--- src/rtl/adder_tree_acc_if.sv ---
`default_nettype none
// ============================================================================
// Module   : adder_tree_acc_if
// Brief    : Input-beat and result-stream handshake bundle for adder_tree_acc.
// Revision : 1.0
// ============================================================================
interface adder_tree_acc_if #(
    parameter int BITS = 16,
    parameter int NUM  = 4
);
    logic                valid;
    logic                ready;
    logic [NUM*BITS-1:0] data_in;
    logic                last;
    logic                acc_mode;
    logic [BITS-1:0]     o;
    logic                ovf;
    logic                valid_out;
    logic                ready_out;

    // Producer/consumer side of the block.
    modport master (
        output valid, data_in, last, acc_mode, ready_out,
        input  ready, o, ovf, valid_out
    );

    // The adder tree itself.
    modport slave (
        input  valid, data_in, last, acc_mode, ready_out,
        output ready, o, ovf, valid_out
    );
endinterface
`default_nettype wire

--- src/rtl/adder_tree_acc.sv ---
`default_nettype none
// ============================================================================
// Module   : adder_tree_acc
// Brief    : Pipelined NUM-channel unsigned adder tree with valid/ready stall,
//            multi-beat accumulate and sticky overflow. Define ADDER_SAT_EN to
//            saturate results instead of wrapping.
// Revision : 1.0
// ============================================================================
module adder_tree_acc #(
    parameter int BITS = 16,
    parameter int NUM  = 4
) (
    input  wire logic        clk,
    input  wire logic        resetn,
    adder_tree_acc_if.slave  bus
);
    localparam int LVL = $clog2(NUM);
    localparam int W   = BITS + LVL;
    localparam logic [W:0] MAX_SUM = (W+1)'({BITS{1'b1}});

    logic             adv;
    logic [LVL:0]     tv;
    logic [LVL:0]     tl;
    logic [LVL:0]     tm;
    logic [W-1:0]     nxt  [0:LVL][0:NUM-1];
    logic [W-1:0]     node [0:LVL][0:NUM-1];

    logic [BITS-1:0]  acc;
    logic             ovf_st;
    logic [BITS-1:0]  o_r;
    logic             ovf_r;
    logic             valid_out_r;

    logic [BITS-1:0]  base;
    logic [W:0]       sum;
    logic             over;
    logic             ovf_new;
    logic             emit;
    logic [BITS-1:0]  res;

    // A full output register that is not being drained freezes the whole pipe.
    assign adv           = !valid_out_r || bus.ready_out;
    assign bus.ready     = adv;
    assign bus.o         = o_r;
    assign bus.ovf       = ovf_r;
    assign bus.valid_out = valid_out_r;

    // Level 0 captures the channels; each later level pairs up the previous one.
    generate
        for (genvar l = 0; l <= LVL; l++) begin : g_lvl
            for (genvar j = 0; j < NUM; j++) begin : g_ch
                if (l == 0) begin : g_in
                    assign nxt[l][j] = W'(bus.data_in[j*BITS +: BITS]);
                end else begin : g_op
                    localparam int CNT_IN = (NUM + (1 << (l-1)) - 1) >> (l-1);
                    if (2*j + 1 < CNT_IN) begin : g_sum
                        assign nxt[l][j] = node[l-1][2*j] + node[l-1][2*j+1];
                    end else if (2*j < CNT_IN) begin : g_pass
                        assign nxt[l][j] = node[l-1][2*j];
                    end else begin : g_zero
                        assign nxt[l][j] = '0;
                    end
                end
            end
        end
    endgenerate

    always_ff @(posedge clk or negedge resetn) begin
        if (!resetn) begin
            for (int l = 0; l <= LVL; l++) begin
                for (int j = 0; j < NUM; j++) begin
                    node[l][j] <= '0;
                end
            end
            tv <= '0;
            tl <= '0;
            tm <= '0;
        end else if (adv) begin
            for (int l = 0; l <= LVL; l++) begin
                for (int j = 0; j < NUM; j++) begin
                    node[l][j] <= nxt[l][j];
                end
            end
            tv <= {tv[LVL-1:0], bus.valid};
            tl <= {tl[LVL-1:0], bus.last};
            tm <= {tm[LVL-1:0], bus.acc_mode};
        end
    end

    always_comb begin
        base    = tm[LVL] ? acc : '0;
        sum     = {1'b0, node[LVL][0]} + (W+1)'(base);
        over    = (sum > MAX_SUM);
        ovf_new = over | (tm[LVL] & ovf_st);
        emit    = !tm[LVL] || tl[LVL];
        res     = sum[BITS-1:0];
`ifdef ADDER_SAT_EN
        if (over) begin
            res = '1;
        end
`else
`endif
    end

    always_ff @(posedge clk or negedge resetn) begin
        if (!resetn) begin
            acc         <= '0;
            ovf_st      <= 1'b0;
            o_r         <= '0;
            ovf_r       <= 1'b0;
            valid_out_r <= 1'b0;
        end else if (adv) begin
            if (tv[LVL]) begin
                if (emit) begin
                    o_r         <= res;
                    ovf_r       <= ovf_new;
                    valid_out_r <= 1'b1;
                    acc         <= '0;
                    ovf_st      <= 1'b0;
                end else begin
                    acc         <= res;
                    ovf_st      <= ovf_new;
                    valid_out_r <= 1'b0;
                end
            end else begin
                valid_out_r <= 1'b0;
            end
        end
    end
endmodule
`default_nettype wire

--- src/flat_wrapper.sv ---
// flat-port wrapper written by rule: the top's interface ports become plain ports
module adder_tree_acc_flat 
#(
    parameter int BITS = 16,
    parameter int NUM  = 4
)
  (clk, resetn, bus_valid, bus_data_in, bus_last, bus_acc_mode, bus_ready_out, bus_ready, bus_o, bus_ovf, bus_valid_out);
  adder_tree_acc_if #(.BITS(BITS), .NUM(NUM)) bus_i ();
  input  wire logic clk;
  input  wire logic resetn;
  input wire logic [$bits(bus_i.valid)-1:0] bus_valid;
  input wire logic [$bits(bus_i.data_in)-1:0] bus_data_in;
  input wire logic [$bits(bus_i.last)-1:0] bus_last;
  input wire logic [$bits(bus_i.acc_mode)-1:0] bus_acc_mode;
  input wire logic [$bits(bus_i.ready_out)-1:0] bus_ready_out;
  output wire logic [$bits(bus_i.ready)-1:0] bus_ready;
  output wire logic [$bits(bus_i.o)-1:0] bus_o;
  output wire logic [$bits(bus_i.ovf)-1:0] bus_ovf;
  output wire logic [$bits(bus_i.valid_out)-1:0] bus_valid_out;
  assign bus_i.valid = bus_valid;
  assign bus_i.data_in = bus_data_in;
  assign bus_i.last = bus_last;
  assign bus_i.acc_mode = bus_acc_mode;
  assign bus_i.ready_out = bus_ready_out;
  assign bus_ready = bus_i.ready;
  assign bus_o = bus_i.o;
  assign bus_ovf = bus_i.ovf;
  assign bus_valid_out = bus_i.valid_out;
  adder_tree_acc #(.BITS(BITS), .NUM(NUM)) u_core (.clk(clk), .resetn(resetn), .bus(bus_i));
endmodule
--- config.mk ---
export PLATFORM = sky130hd
export DESIGN_NAME = adder_tree_acc_flat
export DESIGN_NICKNAME = d
export VERILOG_FILES = /design/src/rtl/adder_tree_acc_if.sv /design/src/rtl/adder_tree_acc.sv /design/src/flat_wrapper.sv
export SDC_FILE = /design/constraint.sdc
export NUM_CORES = 1
export LEC_CHECK = 0
export ABC_AREA = 1
export CAP_MARGIN = 5
export CORE_MARGIN = 10
export CORE_UTILIZATION = 40
export CTS_CLUSTER_SIZE = 30
export DETAILED_ROUTE_END_ITERATION = 10
export HOLD_SLACK_MARGIN = 0.12
export PLACE_DENSITY = 0.65
export SYNTH_ARGS = -nofsm -noshare
export SYNTH_HDL_FRONTEND = slang
export SYNTH_SLANG_ARGS = --single-unit
--- constraint.sdc ---
create_clock -name clk -period 2.6 [get_ports clk]
set_clock_uncertainty 0.05 [all_clocks]
set_input_delay 0.65 -clock clk [delete_from_list [all_inputs] [get_ports clk]]
set_output_delay 0.65 -clock clk [all_outputs]
set_load 0.05 [all_outputs]
==> reports/metrics.csv, run 1 <==
metric,value,unit
height of the chip,174.2,um
Port Buffers,88,
ratio of cells with drive above 1 in the final layout,5.511,%
"Cell Area, Placed",10790,sq um
Worst-Skew Late Latency,440,ps
mean number of vias per cell,4.796,
worst r2r dst,u_core.bus.ovf,
CTS sink count,160,
Final Util,48.33,%
design area,11340,sq um
DRC violations left,0,
CTS Hold Bufs,0,
Synth async-reset ratio,100.0,%
Slowest cell on crit path,clkdlybuf4s50_1,
PostCTS Resize Cnt,0,
Die X,174.2,um
die area,30360,sq um
Routed WL,22670,um
largest stage delay on the critical path,820,ps
flop2flop setup slack,320,ps
mux share of post-synthesis cell area,0,%
post-synthesis sequential area ratio,42.07,%
fillers,2368,
Initial Utilization,40.54,%
Layout area overhead,19.21,%
combinational family with the most area after synthesis,simple AND/OR/NAND/NOR gates,
Power per Cell Area,1273,nW/um^2
num ports,89,
Worst slew margin,61.06,%
WP data required,1900,ps
Synth Area in XOR/XNOR,1.565,%
fmax,425.8,MHz
post-synthesis adder-cell area fraction,9.387,%
unrepaired setup endpoints after global routing,false,
CTS tree,built,
"area leader, netlist",dfrtp_1,
period utilization,90.32,%
"Hold Vio Cnt, Final",0,
Setup WS pre-CTS,278.9,ps
Rows,56,
vias in the first global route,8145,
first-pass GRT wire length,39280,um
DRT Pass-1 Iters,6,
syn nets,1418,
final setup fails,0,
setup repair bufs after CTS,0,
Synth top area share,42.07,%
leakage power,5.884,nW
"Clk pin slew, worst setup/hold paths",60,ps
fin crit period,2348,ps
crit path kind,flip-flop to output pin,
#FFs+latches synth,160,
Synth warnings,0,
H-tree levels,4,
pin count of the biggest net entering global routing,118,
Syn Inst Count,1279,
clock root buffer,clkbuf_16,
CP bufs+invs,1,
crit path DAT,1650,ps
core area,23470,sq um
final-report max-slew violation count,0,
Final Worst Setup Slack,251.6,ps
crit start category,flip-flop,
Num CTS Buffers,17,
initial DRC count,503,
Final nets,1505,
total grt overflow,0,
Crit Path Max Fanout,2,
worst r2r src,u_core.tm[2],
CP endpoint kind,output pin,
Netlist cell types,43,
Max Cap Violations,0,
CTS max path bufs,2,
initial antenna violation count,0,
Worst-Margin Slew,584.1,ps
Post-synth EDFFs,0,
family with the most delay on the worst path,buffers and inverters,
worst reg2reg path depth,13,
status,"finished, final reports clean",
Synth Flop Type,dfrtp_1,
largest cells by area after synthesis,"dfrtp_1, nand2_1, ha_1",
worst hold path type,input port to asynchronous set/reset pin,
setup TNS,0,ps
Synth Area in Compound Gates,10.66,%
Detailed Place HPWL,16780,um
top post-synthesis cells by count,"nand2_1, dfrtp_1, inv_1",
Placer Congestion,0.8825,
crit path cell chain,clkdlybuf4s50_1,
# diodes,0,
VDD IR max,0.4491,mV
gr usage total,15.42,%
Post-Synth Simple-Gate Area,29.99,%
via count,8143,
hold_ws,142.7,ps
"Cell Area, Synth",9517,sq um
per-cell routed wire length,13.35,um
post-route ant nets,0,
most frequent cell after synthesis,nand2_1,
syn_area_per_cell,7.441,sq um
## layout make-up
cell class	instances	area (sq um)	area share, %
multi-input combinational	962	4911	43.29
sequential	160	4004	35.29
timing repair buffer	99	999.7	8.812
inverter	126	474.2	4.180
clock buffer	21	450.4	3.970
tap	319	399.1	3.518
clock inverter	11	106.4	0.9375
## state kept, by name (all words and copies together) (netlist names)
| register | cells |
|---|---|
| u_core.acc | 16 |
| u_core.bus.o | 16 |
| u_core.bus.ovf | 1 |
| u_core.bus.valid_out | 1 |
| u_core.node | 116 |
| u_core.ovf_st | 1 |
| u_core.tl | 3 |
| u_core.tm | 3 |
| u_core.tv | 3 |
## per-stage QoR
stage	power, mW	std cells
global placement	11.95	1666
floorplan	9.951	1279
CTS	14.54	1698
finish	14.44	1698
detailed placement	12.04	1666
global route	15.92	1698
## per-layer routing
layer	wire [um]	vias up	GRT usage, %
li1	-	4284	-
met1	10950	3703	20.10
met2	10650	134	25.44
met3	836	22	3.120
met4	239	0	4.133
met5	0	-	0
## placed cells by master (no fill, tap or decap), types with 2 or more instances in the layout
master	count
nand2_1	529
dfrtp_1	160
inv_1	120
clkdlybuf4s50_1	86
o21ai_0	75
a21oi_1	70
ha_1	65
nand3_1	61
nor2_1	52
clkbuf_16	17
xnor2_1	12
o21ai_1	9
buf_4	9
nor3_1	7
nand4_1	7
or2_2	7
nand3b_1	6
o31ai_1	6
inv_2	5
xor2_1	5
o21ai_2	5
a31oi_1	5
nor2_4	4
or2_1	4
fa_1	4
nand3_2	3
nor4_1	3
a21o_1	3
a211oi_1	3
clkinv_2	3
clkbuf_1	3
clkinvlp_4	3
inv_6	3
buf_12	3
nand2_2	2
and2_1	2
o21a_1	2
clkinv_4	2
## worst register-to-register path: stages, from the launching register on
cell,delay [ps]
dfrtp_1,370
buf_4,200
nand2_1,80
inv_1,40
ha_1,360
nand2_1,110
inv_1,110
nand2_1,70
nor2_1,220
nand3_1,180
nand4_1,130
nand4_1,120
nand2_1,80
nand2_1,50
## logic make-up (layout without fill, tap and decap cells)
family | count (synthesis) | in the layout
flip-flops | 160 | 160
adder cells (fa/ha/maj) | 69 | 69
XOR/XNOR | 17 | 17
AND/OR/NAND/NOR | 693 | 693
AO/OA/AOI/OAI | 183 | 183
buffers and inverters | 157 | 257
## power breakdown
group / internal, mW / switching (mW) / total (mW)
clock network: 1.35 / 1.06 / 2.41
registers: 3.51 / 0.662 / 4.17
logic: 2.82 / 5.03 / 7.85
## worst max path at each step
stage,slack (ps),cells after the start,startpoint,endpoint
3_5_place_dp,280,4,bus_ready_out,bus_ready
2_1_floorplan,380,4,u_core.bus.valid_out,bus_ready
3_3_place_gp,290,4,bus_ready_out,bus_ready
4_1_cts,230,1,u_core.bus.ovf,bus_ovf
6_report,250,1,u_core.bus.ovf,bus_ovf
5_1_grt,110,13,u_core.tm[2],u_core.bus.ovf
No activity file was read; power rests on OpenSTA's default activity.
==> run 2: changes to the inputs <==
--- a/config.mk
+++ b/config.mk
@@ -12,7 +12,7 @@
 export CTS_CLUSTER_SIZE = 30
 export DETAILED_ROUTE_END_ITERATION = 10
 export HOLD_SLACK_MARGIN = 0.12
-export PLACE_DENSITY = 0.65
+export PLACE_DENSITY = 0.67
 export SYNTH_ARGS = -nofsm -noshare
 export SYNTH_HDL_FRONTEND = slang
 export SYNTH_SLANG_ARGS = --single-unit
==> constraint.sdc (replaced) <==
create_clock -name clk -period 2.1 [get_ports clk]
set_clock_uncertainty 0.05 [all_clocks]
set_input_delay 0.525 -clock clk [delete_from_list [all_inputs] [get_ports clk]]
set_output_delay 0.525 -clock clk [all_outputs]
set_load 0.05 [all_outputs]
==> reports/metrics.csv, run 2 (synthesized netlist as in run 1, its figures left out) <==
metric,value,unit,change
per-cell routed wire length,13.76,um,+3.0%
Max Cap Violations,0,,unchanged
# diodes,0,,unchanged
WP data required,2370,ps,+470 ps
crit start category,flip-flop,,
clock root buffer,clkbuf_16,,
Crit path top cell by count,nand2_2,,
Final Worst Setup Slack,-131.3,ps,-382.9 ps
Final nets,1574,,+4.6%
max FFs per register,116,,unchanged
CP bufs+invs,5,,+4
Crit Path Max Fanout,8,,+6
gr usage total,15.74,%,+0.32 points
VDD IR max,0.5895,mV,+31%
Placer Congestion,0.9033,,+2.4%
Final Util,53.22,%,+4.9 points
initial DRC count,473,,-6.0%
period utilization,106.3,%,
unrepaired setup endpoints after global routing,true,,
fmax,448.2,MHz,
total power,20.12,mW,+39%
first-pass GRT wire length,40300,um,+2.6%
family with the most delay on the worst path,simple AND/OR/NAND/NOR gates,,
NetSw,9.207,mW,+36%
height of the chip,174.2,um,unchanged
fin crit period,2231,ps,
Comb power frac,58.5,%,+4.1 points
final setup fails,18,,+18
CTS tree,built,,
status,finished with violations,,
leakage power,6.373,nW,+8.3%
most frequent cells in the layout,"nand2_1, dfrtp_1, inv_1, buf_4, clkdlybuf4s50_1",,
DRT Pass-1 Iters,6,,unchanged
crit path DAT,2500,ps,+850 ps
CP endpoint kind,flip-flop,,
Die X,174.2,um,unchanged
num ports,89,,unchanged
CTS max path bufs,2,,unchanged
post-route ant nets,0,,unchanged
sequential share of power,26.3,%,-2.6 points
hold_ws,426.5,ps,+283.8 ps
CTS sink count,160,,unchanged
Cell Int Power,10.91,mW,+42%
ratio of cells with drive above 1 in the final layout,19.54,%,+14 points
Slowest cell on crit path,dfrtp_1,,
die area,30360,sq um,unchanged
Power per Cell Area,1610,nW/um^2,+27%
Num CTS Buffers,17,,unchanged
Routed WL,24310,um,+7.2%
mean number of vias per cell,4.881,,+1.8%
crit path cell chain,buf_12 -> buf_12 -> nand2_4 -> inv_4 -> ha_4 -> nand2_2 -> inv_1 -> nand2_1 -> and2_4 -> buf_4 -> o21ai_4 -> nand3_2 -> nand2_2 -> nand2_2 -> nand3_1 -> nand2_1,,
Reg with most FFs,u_core.node,,
largest stage delay on the critical path,430,ps,-390 ps
setup TNS,-1041,ps,-1041 ps
Rows,56,,unchanged
H-tree levels,4,,unchanged
via count,8625,,+5.9%
violated checks,setup timing,,
pin count of the biggest net entering global routing,66,,-44%
"Hold Vio Cnt, Final",0,,unchanged
Initial Utilization,40.54,%,unchanged
DRC violations left,0,,unchanged
Worst slew margin,72.03,%,+11 points
Port Buffers,88,,unchanged
Worst-Margin Slew,419.5,ps,-164.6 ps
Net Sw Frac,45.76,%,-1.0 points
vias in the first global route,8529,,+4.7%
final-report max-slew violation count,0,,unchanged
total grt overflow,0,,unchanged
initial antenna violation count,0,,unchanged
core area,23470,sq um,unchanged
worst hold path type,flip-flop to flip-flop,,
Detailed Place HPWL,17720,um,+5.6%
fillers,2249,,-5.0%
crit path kind,flip-flop to flip-flop,,
Clock power frac,15.2,%,-1.5 points
"Clk pin slew, worst setup/hold paths",60,ps,about the same
Worst-Skew Late Latency,440,ps,about the same
Layout area overhead,31.26,%,
"commonest non-fill, non-tap cell in the layout",nand2_1,,
-- run 2: cell types whose count changed in the layout (fill, tap and decap cells not counted), sizes merged --
cell,before,now
clkbuf,21,19
clkinvlp,3,4
clkinv,5,6
buf,13,99
bufinv,1,2
inv,128,127
dlygate4sd3,0,1
clkdlybuf4s50,86,68
-- run 2: worst paths after layout --
| kind | cells after the start | end | startpoint | slack (ps) |
|---|---|---|---|---|
| max in group asynchronous | 3 | u_core.bus.ovf | resetn | 830 |
| min reg2reg | 2 | u_core.bus.o[9] | u_core.bus.o[9] | 430 |
| max | 16 | u_core.acc[13] | u_core.tm[2] | -130 |
| max reg2reg | 16 | u_core.acc[13] | u_core.tm[2] | -130 |
| min in group asynchronous | 2 | u_core.bus.o[1] | resetn | 530 |
| min | 2 | u_core.bus.o[9] | u_core.bus.o[9] | 430 |
-- run 2: cell type report --
| class | instances | area [sq um] | share of cell area (%) |
|---|---|---|---|
| flip-flops and latches | 160 | 4004 | 32.05 |
| multi-input cells | 962 | 5463 | 43.73 |
| clock buffers | 19 | 442.9 | 3.546 |
| repair buffers | 168 | 1565 | 12.53 |
| clock inverters | 13 | 136.4 | 1.092 |
| inverters | 126 | 481.7 | 3.856 |
| well taps | 319 | 399.1 | 3.195 |
-- run 2: worst reg2reg max path, cell delays in order, from the launching register on --
cell and delay, ps:
dfrtp_1 430, buf_12 170, buf_12 150, nand2_4 70
inv_4 30, ha_4 290, nand2_2 80, inv_1 60
nand2_1 60, and2_4 140, buf_4 140, o21ai_4 90
nand3_2 120, nand2_2 80, nand2_2 60, nand3_1 60
nand2_1 50
-- run 2: stage by stage --
stage	instance area, sq um	cells	setup slack (ps)
global route	12490	1767	-206.6
CTS	12020	1759	-9.916
global placement	11240	1724	-33.98
floorplan	9520	1279	8.565
finish	12490	1767	-131.3
detailed placement	11240	1724	-73.90
-- run 2: power groups by stage --
| stage | clock [mW] | combinational (mW) | sequential (mW) |
|---|---|---|---|
| 2_1_floorplan | 0 | 6.84 | 5.49 |
| 3_3_place_gp | 0 | 10.4 | 5.20 |
| 3_5_place_dp | 0 | 10.6 | 5.21 |
| 4_1_cts | 3.13 | 10.9 | 5.25 |
| 5_1_grt | 3.27 | 13.2 | 5.42 |
| 6_report | 3.06 | 11.8 | 5.28 |
-- run 2: per-layer routing --
metal  track usage [%]  share of wire, %
met5                 0                 0
met4             4.168               1.4
met3             3.510               4.5
met2             26.97                48
met1             19.52                46
-- run 2: repair_timing --
item / CTS / global route
pin swaps: 3 / 47
hold buffers: 1 / 0
setup buffers: 2 / 8
endpoints found under the hold margin: 36 / 0
gates resized for setup: 26 / 133
endpoints found under the setup margin: 18 / 40
